--- config.mk ---
export PLATFORM = sky130hd
export DESIGN_NAME = rpc_echo_flow_sched
export DESIGN_NICKNAME = d
export VERILOG_FILES = /design/src/rtl/rpc_echo_pkg.sv /design/src/rtl/rpc_echo_flowid_fifo_mem.sv /design/src/rtl/rpc_echo_flow_sched.sv
export SDC_FILE = /design/constraint.sdc
export NUM_CORES = 1
export LEC_CHECK = 0
export ABC_AREA = 1
export BUFFER_PORTS_ARGS = -buffer_cell sky130_fd_sc_hd__buf_4
export CAP_MARGIN = 20
export CORE_MARGIN = 8
export CORE_UTILIZATION = 64
export DETAILED_ROUTE_END_ITERATION = 10
export HOLD_SLACK_MARGIN = 0.15
export PLACE_DENSITY = 0.85
export SYNTH_ARGS = -nofsm -noshare
export SYNTH_HDL_FRONTEND = slang
export SYNTH_SLANG_ARGS = --single-unit
--- constraint.sdc ---
create_clock -name clk -period 4 [get_ports clk]
set_clock_uncertainty 0.2 [all_clocks]
set_input_delay 0.2 -clock clk [delete_from_list [all_inputs] [get_ports clk]]
set_output_delay 0.2 -clock clk [all_outputs]
set_load 0.05 [all_outputs]
--- src/rtl/rpc_echo_pkg.sv ---
// rpc_echo_pkg: flow-ID sizing shared by the echo scheduler, controller and datapath
package rpc_echo_pkg;
    localparam int MAX_FLOWS = 8;
    localparam int FLOWID_W  = $clog2(MAX_FLOWS);
    typedef logic [FLOWID_W-1:0] flowid_t;
endpackage

--- src/rtl/rpc_echo_flowid_fifo_mem.sv ---
// rpc_echo_flowid_fifo_mem: flow-ID storage, one write port and one asynchronous read port
module rpc_echo_flowid_fifo_mem #(
    parameter int DEPTH = rpc_echo_pkg::MAX_FLOWS,
    parameter int W     = rpc_echo_pkg::FLOWID_W,
    parameter int AW    = $clog2(DEPTH)
) (
    input  logic          clk,
    input  logic          i_we,
    input  logic [AW-1:0] i_waddr,
    input  logic [W-1:0]  i_wdata,
    input  logic [AW-1:0] i_raddr,
    output logic [W-1:0]  o_rdata
);
    logic [W-1:0] r_mem [DEPTH];

    always_ff @(posedge clk) begin
        if (i_we) r_mem[i_waddr] <= i_wdata;
    end

    assign o_rdata = r_mem[i_raddr];
endmodule

--- src/rtl/rpc_echo_flow_sched.sv ---
// rpc_echo_flow_sched: circular FIFO of active flow IDs served to the echo controller
// tracked/resident bitmaps keep each ID at most once across the FIFO and the controller
module rpc_echo_flow_sched #(
    parameter int MAX_FLOWS = rpc_echo_pkg::MAX_FLOWS,
    parameter int FLOWID_W  = $clog2(MAX_FLOWS)
) (
    input  logic                clk,
    input  logic                rst,
    input  logic                new_flow_val,
    input  logic [FLOWID_W-1:0] new_flow_flowid,
    output logic                new_flow_rdy,
    input  logic                close_flow_val,
    input  logic [FLOWID_W-1:0] close_flow_flowid,
    input  logic                ctrl_requeue_flow_val,
    input  logic [FLOWID_W-1:0] ctrl_requeue_flowid,
    output logic                flow_fifo_ctrl_enqueue_rdy,
    output logic                flow_fifo_ctrl_flowid_val,
    output logic [FLOWID_W-1:0] flow_fifo_ctrl_flowid,
    input  logic                ctrl_flow_fifo_flowid_yumi,
    output logic [FLOWID_W:0]   sched_count
);
    localparam logic [FLOWID_W:0]    FULL = (FLOWID_W+1)'(MAX_FLOWS);
    localparam logic [MAX_FLOWS-1:0] ONE  = {{(MAX_FLOWS-1){1'b0}}, 1'b1};

    logic [FLOWID_W-1:0]  r_wr_ptr, r_rd_ptr;
    logic [FLOWID_W:0]    r_count;
    logic [MAX_FLOWS-1:0] r_tracked, r_resident;
    logic                 w_full, w_empty, w_rq_acc, w_rq_push, w_rq_drop;
    logic                 w_nf_push, w_push, w_head_trk, w_skip, w_pop;
    logic [FLOWID_W-1:0]  w_head, w_wdata;
    logic [MAX_FLOWS-1:0] w_close_mask, w_nf_mask, w_drop_mask, w_skip_mask;

    rpc_echo_flowid_fifo_mem #(.DEPTH(MAX_FLOWS), .W(FLOWID_W)) u_mem (
        .clk     (clk),
        .i_we    (w_push),
        .i_waddr (r_wr_ptr),
        .i_wdata (w_wdata),
        .i_raddr (r_rd_ptr),
        .o_rdata (w_head)
    );

    assign w_full    = r_count == FULL;
    assign w_empty   = r_count == '0;
    assign w_rq_acc  = ctrl_requeue_flow_val && !w_full;
    assign w_rq_push = w_rq_acc && r_tracked[ctrl_requeue_flowid];
    assign w_rq_drop = w_rq_acc && !r_tracked[ctrl_requeue_flowid];

    // a stale copy still draining blocks re-opening the same ID
    assign new_flow_rdy = (close_flow_val && close_flow_flowid == new_flow_flowid) ? 1'b0 :
                          r_tracked[new_flow_flowid]  ? 1'b1 :
                          r_resident[new_flow_flowid] ? 1'b0 :
                          !(ctrl_requeue_flow_val || w_full);
    assign w_nf_push = new_flow_val && new_flow_rdy && !r_tracked[new_flow_flowid];
    assign w_push    = w_rq_push || w_nf_push;
    assign w_wdata   = w_rq_push ? ctrl_requeue_flowid : new_flow_flowid;

    assign w_head_trk                 = r_tracked[w_head];
    assign flow_fifo_ctrl_flowid_val  = !w_empty && w_head_trk;
    assign flow_fifo_ctrl_flowid      = w_empty ? '0 : w_head;
    assign flow_fifo_ctrl_enqueue_rdy = !w_full;
    assign sched_count                = r_count;
    assign w_skip = !w_empty && !w_head_trk;
    assign w_pop  = w_skip || (flow_fifo_ctrl_flowid_val && ctrl_flow_fifo_flowid_yumi);

    assign w_close_mask = close_flow_val ? ONE << close_flow_flowid : '0;
    assign w_nf_mask    = w_nf_push ? ONE << new_flow_flowid : '0;
    assign w_drop_mask  = w_rq_drop ? ONE << ctrl_requeue_flowid : '0;
    assign w_skip_mask  = w_skip ? ONE << w_head : '0;

    always_ff @(posedge clk or posedge rst) begin
        if (rst) begin
            r_wr_ptr   <= '0;
            r_rd_ptr   <= '0;
            r_count    <= '0;
            r_tracked  <= '0;
            r_resident <= '0;
        end else begin
            if (w_push) r_wr_ptr <= r_wr_ptr + 1'b1;
            if (w_pop) r_rd_ptr <= r_rd_ptr + 1'b1;
            r_count    <= r_count + (FLOWID_W+1)'(w_push) - (FLOWID_W+1)'(w_pop);
            r_tracked  <= (r_tracked & ~w_close_mask) | w_nf_mask;
            r_resident <= (r_resident & ~w_drop_mask & ~w_skip_mask) | w_nf_mask;
        end
    end
endmodule

==> results.md <==
- Outcome: finished clean
- Post-route clock period utilization: about four fifths
- Initial antenna violation count: 0
- Synth Instances: 384
- Crit path max-delay family: simple AND/OR/NAND/NOR gates
- Synth Net Count: between 400 and 500
- Synth Register Bits: 50
- Share of cells above drive strength 1: ~14%
- Die width: around 84 um
- Top sig layer: met4
- Clock Pin Slew Worst Setup and Hold Paths: around 0.10 ns
- Worst path buffer plus inverter count: 4
- Die ar.: between 0.007 and 0.008 mm2
- Final Setup Violations: 0
- Synth-to-layout area growth: 15.8%
- Setup bufs post-CTS: 0
- RSZ-0062 raised after global routing: false
- CORE AREA: roughly 0.0046 mm2
- Syn. warnings: 0
- DRC: 0
- Drt pass-1 iters: 5
- Max frequency: about 310 MHz
- Critical path's slowest cell: dfrtp_1
- Initial DRC Count: 154
- Clock sink count: 50
- Met1 WL: 3160 um
- Combinational share of power: 59.2%
- Die H: roughly 84 um
- Slew @ Worst Pin: 0.964 ns
- Most frequent cells in the layout: nand2_1 (137), inv_1 (52), nand3_1 (36)
- Number of global-route vias before repair: approximately 2600
- Total grt overflow: 0
- Fin. Hold Viols: 0
- CP Cell Sequence: inv_2 -> nand2_1 -> nand3_1 -> nand3_2 -> nand2_4 -> nand2_1 -> nand2_1 -> nand2_1 -> nand3_4 -> nand2_4 -> nand2_4 -> nand2_4 -> inv_1 -> ha_1 -> inv_1 -> ha_1 -> inv_1 -> fa_1 -> xnor2_1
- Peak VDD IR: 0.693 mV
- RR Startpoint: r_rd_ptr[0]
- Final ANT Viol Nets: 0
- Final Net Count: 449
- TNS Setup: 0 ns
- CP Data Required Time: 4.00 ns
- Final cell count without fillers: 480
- Worst path max stage delay: between 0.6 and 0.7 ns
- Number of diodes: 0
- Post-Syn Area per Cell: ~7.8 um2
- Worst-path fanout max: 15
- CP Capture Type: flip-flop
- Sw Share: 51.2%
- Via Count: 2682
- Maxcap violations: 0
- Fin crit period: ~3.3 ns
- Clock root buffer: clkbuf_8
- Worst-skew pair later-pin latency: around 0.31 ns
- Power Density: roughly 810 mW/mm2
- Critical Path Start Type: flip-flop
- Syn Std Cell Area: between 0.002 and 0.003 mm2
- HPWL after detailed placement: roughly 5400 um
- Met3 routed WL: 513 um
- P_leak: 0.00178 uW
- Seq/Total Area, Yosys: between 40% and 50%
- Avg WL per Cell: 14.8 um
- H-tree levels: 2
- All-Layer GR Usage: a little over a fifth
- CTS tree: built
- DRT Wirelength: a little over 7000 um
- First-pass GRT wire length: approximately 12000 um
- Commonest non-fill, non-tap cell in the layout: nand2_1
- Largest net degree at the start of global routing: 27
- Initial Util: approximately two thirds
- Relative slew slack: around a third
- Internal power: ~1400 uW
- PortBufs: 24
- # rows: 25
- Max-slew violation count: 0
- Library cells used by synthesis: 29
- Placed insts: between 400 and 500
- Arrival time worst endpoint: 3.26 ns
- Met2 wire length: approximately 3300 um
- NetSw: approximately 1400 uW
- Register share of total power: between 20 and 30%
- Setup CP Type: flip-flop to flip-flop
- CTS Buf Count: 5
- Critical Path Start: r_rd_ptr[0]
- GPL Wtd Cong: about 0.94
- Ports: 25
- Worst hold path class: input pin to asynchronous set/reset pin
- Clock power frac: between 10% and 20%
- Layout fillers: between 300 and 400
- Vias per Instance: 5.59
- Max Buffers Root-to-Sink: 2
[power by group through the flow]
stage / logic (uW) / clock network, uW / registers, uW
2_1_floorplan: 1230 / 0 / 849
6_report: 1660 / 314 / 826
4_1_cts: 1650 / 320 / 821
5_1_grt: 1850 / 339 / 841
3_3_place_gp: 1580 / 0 / 827
3_5_place_dp: 1630 / 0 / 830
[state kept, by name, summed over array words and instances (netlist names)]
name	flops
u_mem.r_mem	24
r_resident	8
r_tracked	8
sched_count	4
r_rd_ptr	3
r_wr_ptr	3
[timing repair]
item                      in CTS  in global routing
hold buffers                  12                  0
gates resized for setup        0                  0
hold endpoints to repair      41                  0
[worst paths after layout]
check                                 end  slack [ns]  depth (start not counted)
min reg2reg                  r_tracked[0]        0.33                          2
min in group clk              r_wr_ptr[1]        0.18                          6
min                           r_wr_ptr[1]        0.15                          3
max                        sched_count[2]        0.74                         19
max reg2reg                sched_count[2]        0.74                         19
max in group asynchronous   r_resident[1]        3.06                          4
[cell families after synthesis]
group                      Yosys count  share of synthesized area [%]
AOI/OAI and AO/OA                   32                           5.92
and+or+nand+nor                    221                           34.0
xor gates and xnor gates             3                          0.881
DFF                                 50                           46.0
buffers and inverters               69                           9.15
adders and majority gates            9                           4.03
[per-layer routing]
layer / global-route usage [%] / vias to the layer above
met5: 0 / -
met1: 27.5 / 1240
met4: 8.95 / 0
li1: - / 1321
met2: 31.9 / 107
met3: 5.13 / 14
[cell type report]
type / instances / area, um2 / share of cell area (%)
Multi-Input combinational cell: 265 / 1340 / 38.7
Tap cell: 54 / 67.6 / 1.96
Timing Repair Buffer: 38 / 335 / 9.71
Clock buffer: 5 / 68.8 / 1.99
Sequential cell: 50 / 1370 / 39.7
Inverter: 65 / 244 / 7.07
Clock inverter: 3 / 28.8 / 0.833
[worst min-delay path, cell delays in order]
cell and delay, ns:
dlygate4sd3_1 0.54, buf_4 0.13, inv_1 0.18
[cells in the mapped netlist, drive strengths merged]
master | instances | area share, %
a21oi | 5 | 0.84
inv | 64 | 8.1
nand3 | 42 | 8.8
o2111ai | 1 | 0.29
nand2 | 145 | 20
xnor2 | 2 | 0.59
nor3 | 4 | 0.67
or2 | 1 | 0.21
edfxtp | 24 | 24
nor2 | 19 | 2.4
nand4 | 7 | 1.5
nand3b | 2 | 0.50
fa | 1 | 0.67
ha | 8 | 3.4
o21ai | 19 | 3.2
clkinv | 1 | 0.13
dfrtp | 26 | 22
buf | 4 | 0.97
xor2 | 1 | 0.29
o22ai | 4 | 0.84
a22oi | 3 | 0.76
nor4 | 1 | 0.21
[per-stage QoR]
| stage | setup WS, ns | hold slack [ns] | util, % | power [uW] | cell area (um2) |
|---|---|---|---|---|---|
| after floorplan | 0.570 | 0.0400 | - | 2080 | 2980 |
| after global placement | 0.880 | 0.303 | 69.8 | 2410 | 3210 |
| after detailed placement | 0.751 | 0.293 | 69.8 | 2460 | 3210 |
| after CTS | 0.743 | 0.154 | 74.5 | 2790 | 3430 |
| after global routing | 0.496 | 0.160 | 75.1 | 3030 | 3450 |
| final | 0.736 | 0.154 | 75.1 | 2800 | 3450 |
(Power assumes the default switching activity.)
